### src/rtl/muldiv_seq.sv
// Iterative MIPS multiply/divide unit with HI/LO registers.
// Shift-add multiply / restoring divide, one bit per cycle, then a sign-fix cycle.
module muldiv_seq #(
    parameter int unsigned WIDTH = 32
) (
    input  logic             clk,
    input  logic             rst,
    input  logic             start,
    input  logic [2:0]       op,
    input  logic [WIDTH-1:0] src_a,
    input  logic [WIDTH-1:0] src_b,
    input  logic             flush,
    output logic             busy,
    output logic             done,
    output logic [WIDTH-1:0] hi,
    output logic [WIDTH-1:0] lo
);

    localparam int unsigned CW = (WIDTH > 1) ? $clog2(WIDTH) : 1;
    localparam int unsigned AW = 2 * WIDTH + 1;

    localparam logic [1:0] S_IDLE = 2'd0;
    localparam logic [1:0] S_RUN  = 2'd1;
    localparam logic [1:0] S_FIX  = 2'd2;

    localparam logic [2:0] OP_MTHI = 3'b100;
    localparam logic [2:0] OP_MTLO = 3'b101;

    logic [1:0]       state_q, state_d;
    logic [1:0]       op_q, op_d;          // bit1: divide, bit0: unsigned
    logic             neg_a_q, neg_a_d;
    logic             neg_b_q, neg_b_d;
    logic [WIDTH-1:0] opnd_q, opnd_d;      // multiplicand or divisor magnitude
    logic [WIDTH-1:0] raw_a_q, raw_a_d;
    logic [AW-1:0]    acc_q, acc_d;
    logic [CW-1:0]    cnt_q, cnt_d;
    logic [WIDTH-1:0] hi_d, lo_d;
    logic             busy_d, done_d;

    logic             acc_signed;
    logic [WIDTH-1:0] mag_a, mag_b;
    logic [WIDTH:0]   mul_sum;
    logic [AW-1:0]    div_shift;
    logic [WIDTH:0]   div_trial;
    logic [2*WIDTH-1:0] prod;
    logic [WIDTH-1:0] quo, rem;

    // State and datapath registers
    always_ff @(posedge clk) begin
        if (rst) begin
            state_q <= S_IDLE;
            op_q    <= 2'b00;
            neg_a_q <= 1'b0;
            neg_b_q <= 1'b0;
            opnd_q  <= '0;
            raw_a_q <= '0;
            acc_q   <= '0;
            cnt_q   <= '0;
            hi      <= '0;
            lo      <= '0;
            busy    <= 1'b0;
            done    <= 1'b0;
        end else begin
            state_q <= state_d;
            op_q    <= op_d;
            neg_a_q <= neg_a_d;
            neg_b_q <= neg_b_d;
            opnd_q  <= opnd_d;
            raw_a_q <= raw_a_d;
            acc_q   <= acc_d;
            cnt_q   <= cnt_d;
            hi      <= hi_d;
            lo      <= lo_d;
            busy    <= busy_d;
            done    <= done_d;
        end
    end

    // Next-state, iteration step and result write-back
    always_comb begin
        state_d = state_q;
        op_d    = op_q;
        neg_a_d = neg_a_q;
        neg_b_d = neg_b_q;
        opnd_d  = opnd_q;
        raw_a_d = raw_a_q;
        acc_d   = acc_q;
        cnt_d   = cnt_q;
        hi_d    = hi;
        lo_d    = lo;
        done_d  = 1'b0;

        acc_signed = ~op[0];
        mag_a      = (acc_signed && src_a[WIDTH-1]) ? WIDTH'(-src_a) : src_a;
        mag_b      = (acc_signed && src_b[WIDTH-1]) ? WIDTH'(-src_b) : src_b;

        mul_sum   = acc_q[AW-1:WIDTH] + {1'b0, opnd_q};
        div_shift = {acc_q[AW-2:0], 1'b0};
        div_trial = div_shift[AW-1:WIDTH] - {1'b0, opnd_q};
        prod      = acc_q[2*WIDTH-1:0];
        quo       = acc_q[WIDTH-1:0];
        rem       = acc_q[2*WIDTH-1:WIDTH];

        case (state_q)
            S_IDLE: begin
                if (start) begin
                    if (!op[2]) begin
                        op_d    = op[1:0];
                        neg_a_d = acc_signed & src_a[WIDTH-1];
                        neg_b_d = acc_signed & src_b[WIDTH-1];
                        raw_a_d = src_a;
                        opnd_d  = op[1] ? mag_b : mag_a;
                        acc_d   = {{(WIDTH+1){1'b0}}, (op[1] ? mag_a : mag_b)};
                        cnt_d   = CW'(WIDTH - 1);
                        state_d = S_RUN;
                    end else if (op == OP_MTHI) begin
                        hi_d = src_a;
                    end else if (op == OP_MTLO) begin
                        lo_d = src_a;
                    end
                end
            end
            S_RUN: begin
                if (op_q[1]) begin
                    // Restoring divide: keep the trial difference when non-negative
                    acc_d = div_trial[WIDTH] ? div_shift
                                             : {div_trial, div_shift[WIDTH-1:1], 1'b1};
                end else begin
                    acc_d = acc_q[0] ? {1'b0, mul_sum, acc_q[WIDTH-1:1]}
                                     : {1'b0, acc_q[AW-1:1]};
                end
                if (cnt_q == '0) begin
                    state_d = S_FIX;
                end else begin
                    cnt_d = cnt_q - CW'(1);
                end
            end
            S_FIX: begin
                if (!op_q[1]) begin
                    {hi_d, lo_d} = (neg_a_q ^ neg_b_q) ? (2*WIDTH)'(-prod) : prod;
                end else if (opnd_q == '0) begin
                    lo_d = '1;
                    hi_d = raw_a_q;
                end else begin
                    lo_d = (neg_a_q ^ neg_b_q) ? WIDTH'(-quo) : quo;
                    hi_d = neg_a_q ? WIDTH'(-rem) : rem;
                end
                done_d  = 1'b1;
                state_d = S_IDLE;
            end
            default: state_d = S_IDLE;
        endcase

        // Flush outranks completion and any start, including MTHI/MTLO
        if (flush) begin
            state_d = S_IDLE;
            hi_d    = hi;
            lo_d    = lo;
            done_d  = 1'b0;
        end

        busy_d = (state_d != S_IDLE);
    end

endmodule
### config.mk
export PLATFORM = sky130hd
export DESIGN_NAME = muldiv_seq
export DESIGN_NICKNAME = d
export VERILOG_FILES = /design/src/rtl/muldiv_seq.sv
export SDC_FILE = /design/constraint.sdc
export NUM_CORES = 1
export LEC_CHECK = 0
export BUFFER_PORTS_ARGS = -buffer_cell sky130_fd_sc_hd__buf_2
export CORE_AREA = 2 2 211 213
export DETAILED_ROUTE_END_ITERATION = 8
export DIE_AREA = 0 0 213 215
export GPL_TIMING_DRIVEN = 1
export PLACE_DENSITY = 0.63
export SYNTH_ARGS = -nofsm -noshare
export SYNTH_HDL_FRONTEND = slang
export SYNTH_SLANG_ARGS = --single-unit
### constraint.sdc
create_clock -name clk -period 5.5 [get_ports clk]
set_input_delay 0.825 -clock clk [delete_from_list [all_inputs] [get_ports clk]]
set_output_delay 0.825 -clock clk [all_outputs]
set_load 0.02 [all_outputs]
After elaboration in Yosys (flattened, before gate mapping). Index checks and enable logic that the tools add are counted.

Multiplexer cells: 36. Reduce and logical (&&, ||, !) cells: 14. Bitwise logic cells: 6. Add/sub/neg operators: 8. Eq/ne operators: 11.

Operators by type and width (count): 32-bit 2-to-1 mux (17); 65-bit 2-to-1 mux (4); 65-bit one-hot mux with 2 select lines (1); 64-bit 2-to-1 mux (2); 32-bit negator (4); 32-bit one-hot mux with 2 select lines (2); 64-bit negator (1); 33-bit by 32-bit adder with 33-bit output (1); 33-bit by 32-bit subtractor with 33-bit output (1); 32-bit zero test (1); 5-bit 2-to-1 mux (3); 2-bit inequality test (second input constant) (7); 5-bit one-hot mux with 2 select lines (1); 2-bit 2-to-1 mux (4); 3-bit == test (second input constant) (2); 3-bit AND reduction (2); 6-bit AND reduction (1); 2-bit nonzero test (3); 5-bit zero test (1); 5-bit AND reduction (1); 5-bit by 1-bit subtractor with 5-bit output (second input constant) (1); 2-bit one-hot mux with 2 select lines (1); 4-bit AND reduction (1); 1-bit NOT (3); 8 further kinds (10).

Bits in registers: 206. Logic and storage cells: 87. Bits of input ports: 71.

Logic depth before layout (Yosys ltp).
Depth in word-level cells: 7. Depth in mapped cells: 19.

Least setup slack after synthesis. No wires, ideal clock.

Path type: register to register. Start: reg acc_q[32]. End: reg acc_q[56]. Cell stages (with the launch flop): 18. Setup slack: 1454 ps. Clock period less this slack: 4046 ps. Arrival: 3955 ps. Library setup time: 91 ps. Path buffers: 4. Required time: 5409 ps. Cells stage by stage: dfxtp_1 > clkbuf_1 > inv_1 > fa_1 > nor2b_1 > o2111a_1 > o21ai_0 > a311oi_1 > nor3_1 > o31ai_1 > a21o_1 > a21o_1 > ha_1 > clkbuf_1 > buf_1 > clkbuf_1 > o21ai_0 > a311oi_1.

Cells in the longest elaborated chain, start to end: 4. Elaborated cells between the ends (all ways): 6.

RTL lines: start: declaration (RTL line 35) `logic [AW-1:0] acc_q, acc_d;`; start signal: assignment (RTL line 57) `acc_q <= '0;`; start signal: assignment (RTL line 70) `acc_q <= acc_d;`; 33-bit by 32-bit adder with 33-bit output or 33-bit by 32-bit subtractor with 33-bit output (tied branches) (RTL line 97, 99); 64-bit 2-to-1 mux or 65-bit 2-to-1 mux (tied branches) (RTL line 129, 126); 65-bit 2-to-1 mux * (RTL line 124) `if (op_q[1]) begin`; 65-bit one-hot mux with 2 select lines * (RTL line 104) `case (state_q)`.

Every way passes the cells marked *; elsewhere a longest branch is shown, timed or not. A chain may end at the register's enable or synchronous reset.

Worst setup path in the final report.
Start: reg acc_q[32]. End: reg acc_q[63].

Same word-level chain as after synthesis.

==> out/metrics.yaml <==
die:
  io_pins: 137
  die_h_um: 215
  die-area_um2: 45800
  initial_utilization: 0.396
  die_x_um: 213
  core_um2: 43600
  placementRows: 77
clock_network:
  htree_levels: 1
  cts_hold_buf: 0
  clockBufferDepth: 3
  path_clk_slew_ns: 0.07
  cts_buffers: 23
  clock-sinks: 205
  cts_setup_buffers: 0
  root_buffer: "clkbuf_16"
  clkLatencyLatePin_ns: 0.54
  cts_resized: 0
  cts_tree: "done"
place:
  io_buffers: 136
  dpl.hpwl_um: 50800
  gp_congestion: 0.968
cells_and_area:
  drive_gt1_frac: 0.112
  syn_to_final_growth_pct: 9.95
  nNetsFinal: 2534
  fin_util: 0.436
  fill_cells: 4486
sta:
  min_period_ns: 4.97
  fin_tns_setup_ns: 0
  worst_slew_pin_slew_ns: 1.39
  grt_setup_unrepaired: "no"
  setup_viol: 0
  max_freq_ghz: 0.201
  fin_skew_ns: 0.0269
  slew-limit-headroom: 0.0720
  post-route-period-util: 0.904
  drv_slew: 0
  hold_violations: 0
global_routing:
  grt_max_degree: 76
  overflow: 0
  track_usage: 0.290
  antenna_found_initial: 0
  grt_pass1_wl_um: 103000
  first_global_vias: 17400
setup_path:
  required_ns: 5.91
  setup.worst_path.class: "reg -> reg"
  reg2reg_to: "acc_q[63]$_SDFFE_PP0P_"
  worstSetupEndpointType: "flip-flop"
  reg2regPathDepth: 15
  cp.arrival_ns: 5.38
  timing.rr.start: "acc_q[32]$_SDFFE_PP0P_"
  crit_fanout: 22
  worst_setup_path_start_kind: "flip-flop"
  r2r_slack_ns: 0.53
detailed_routing:
  firstDrtPassIters: 6
  vias: 18300
  drc_errors: 0
  ant_nets: 0
  vias_per_cell: 6.11
  drtIter0Drc: 1853
  drt_wl_total_um: 67700
  wl_per_cell_um: 22.6
yosys:
  synth_edf_count: 0
  synth_warnings: 0
  synth_compound_area_frac: 0.295
  synth_fa_ha_area_frac: 0.0537
  synthXorXnorAreaFrac: 0.101
  syn_inst: 2393
  seq_area_frac_synth: 0.237
  synth_top_family_by_area: "compound AO/OA/AOI/OAI gates"
  syn-cell-area_um2: 17300
  async_reset_ff_frac: 0
  syn_nets: 2537
  muxShareOfSynthArea: 0.0447
  avgSynthCellArea_um2: 7.23
  synthSimpleGateAreaFrac: 0.207
  synthFlopType: "dfxtp_1"
  ys_ff_latch: 205
  ys_types: 85
hold_path:
  whs_path_depth: 2
  hp-class: "reg -> reg"
  hp-start: "raw_a_q[4]$_SDFFE_PP0P_"
  min_to: "raw_a_q[4]$_SDFFE_PP0P_"
outcome:
  outcome: "finished, final reports clean"
flow_run:
  maxCapViolCount: 0
power_and_ir_drop:
  p_total_mw: 4.29
  cellLeakagePower_nw: 7.48
  peakVddDrop_mv: 0.206
  power_density_nw_per_um2: 226
flip-flops by register name, summed over array words and instances, names as in the netlist:
register / flops
lo: 32
hi: 32
neg_b_q: 1
raw_a_q: 32
op_q: 1
busy: 1
opnd_q: 32
cnt_q: 5
acc_q: 65
state_q: 2
neg_a_q: 1
done: 1
cells in the mapped netlist, types with 8 or more instances:
master | n | area [um2]
a211oi_1 | 57 | 428
nand2b_1 | 26 | 163
nand4_1 | 15 | 93.8
a21oi_1 | 292 | 1460
a31oi_1 | 22 | 138
ha_1 | 71 | 888
buf_2 | 10 | 50.1
nand3_1 | 17 | 85.1
a2111oi_0 | 11 | 96.3
or2_2 | 10 | 62.6
nand2_1 | 284 | 1070
o21bai_1 | 8 | 60.1
clkbuf_1 | 177 | 664
nor4_1 | 21 | 131
dfxtp_1 | 205 | 4100
a311oi_1 | 8 | 70.1
or3_1 | 18 | 113
or4_1 | 13 | 97.6
o21a_1 | 14 | 105
o211ai_1 | 41 | 308
o41ai_1 | 9 | 78.8
xnor2_1 | 119 | 1040
o22ai_1 | 13 | 81.3
a221oi_1 | 12 | 105
inv_1 | 72 | 270
a21o_1 | 28 | 210
nor2_1 | 220 | 826
xor2_1 | 80 | 701
buf_1 | 16 | 60.1
nor3_1 | 51 | 255
a211o_1 | 8 | 70.1
o221ai_1 | 37 | 324
o31ai_1 | 35 | 263
mux2_2 | 10 | 113
nor2b_1 | 26 | 163
o21ai_0 | 150 | 751
mux2i_1 | 66 | 661
and3_1 | 13 | 81.3
layout make-up:
type | instances | area (um2) | share of cell area
Clock buffer | 32 | 639 | 0.0336
Timing Repair Buffer | 177 | 995 | 0.0523
Antenna cell | 1 | 2.50 | 0.000132
Multi-Input combinational cell | 1910 | 12200 | 0.640
Inverter | 73 | 274 | 0.0144
Tap cell | 592 | 741 | 0.0389
Sequential cell | 205 | 4110 | 0.216
Clock inverter | 8 | 80.1 | 0.00421
worst max-delay path: stages (launching register included):
cell	delay [ns]
dfxtp_1	0.60
inv_1	0.15
fa_1	0.43
nor2b_1	0.21
o2111a_1	0.25
o21ai_0	0.15
a311oi_1	0.52
nor3_1	0.20
o31ai_1	0.40
a21o_1	0.17
a21o_1	0.10
ha_1	0.65
nand2_1	0.47
nor2_1	0.22
nand3_1	0.11
o211a_1	0.22
cell usage in the layout (no fill, tap or decap), drive strengths merged, types with 57 or more instances in the layout:
cell type    n
nand2      285
a21oi      292
ha          71
xnor2      119
nor2       220
a211oi      57
mux2i       66
xor2        80
inv         74
dfxtp      205
o21ai      156
buf        177
layer usage:
metal,global-route usage,wire (um)
met1,0.376,27900
met5,0,0
met3,0.0514,5490
met2,0.470,31200
met4,0.124,3100
cells by family (layout without fill, tap and decap cells):
logic type / Yosys count / in the layout
xor gates and xnor gates: 199 / 199
muxes: 76 / 76
AOI/OAI and AO/OA: 804 / 804
buffers and inverters: 278 / 290
and+or+nand+nor: 758 / 758
adders and majority gates: 73 / 73
DFF: 205 / 205
other: 0 / 1
report_power, final:
part	total (mW)	switching, mW	internal, mW	leakage (nW)
combinational	1.12	0.727	0.391	5.47
sequential	1.64	0.0949	1.55	1.67
clock	1.53	0.669	0.861	0.344
worst max path at each step:
| stage | start | endpoint | slack, ns | depth (start not counted) |
|---|---|---|---|---|
| after floorplan | acc_q[32]$_SDFFE_PP0P_ | acc_q[56]$_SDFFE_PP0P_ | 1.45 | 17 |
| after global placement | acc_q[32]$_SDFFE_PP0P_ | acc_q[63]$_SDFFE_PP0P_ | 0.80 | 15 |
| after detailed placement | acc_q[32]$_SDFFE_PP0P_ | acc_q[63]$_SDFFE_PP0P_ | 0.67 | 15 |
| after CTS | acc_q[32]$_SDFFE_PP0P_ | acc_q[63]$_SDFFE_PP0P_ | 0.65 | 15 |
| after global routing | acc_q[32]$_SDFFE_PP0P_ | acc_q[60]$_SDFFE_PP0P_ | 0.26 | 15 |
| final | acc_q[32]$_SDFFE_PP0P_ | acc_q[63]$_SDFFE_PP0P_ | 0.53 | 15 |
metrics by stage:
stage	instance area [um2]	setup slack (ns)	hold WS, ns	cells
floorplan	17300	1.45	0.433	2393
global placement	18300	0.803	0.440	2957
detailed placement	18300	0.669	0.444	2957
CTS	19000	0.647	0.452	2997
global route	19000	0.260	0.466	2997
finish	19000	0.529	0.452	2998
No activity file was read; power rests on OpenSTA's default activity.
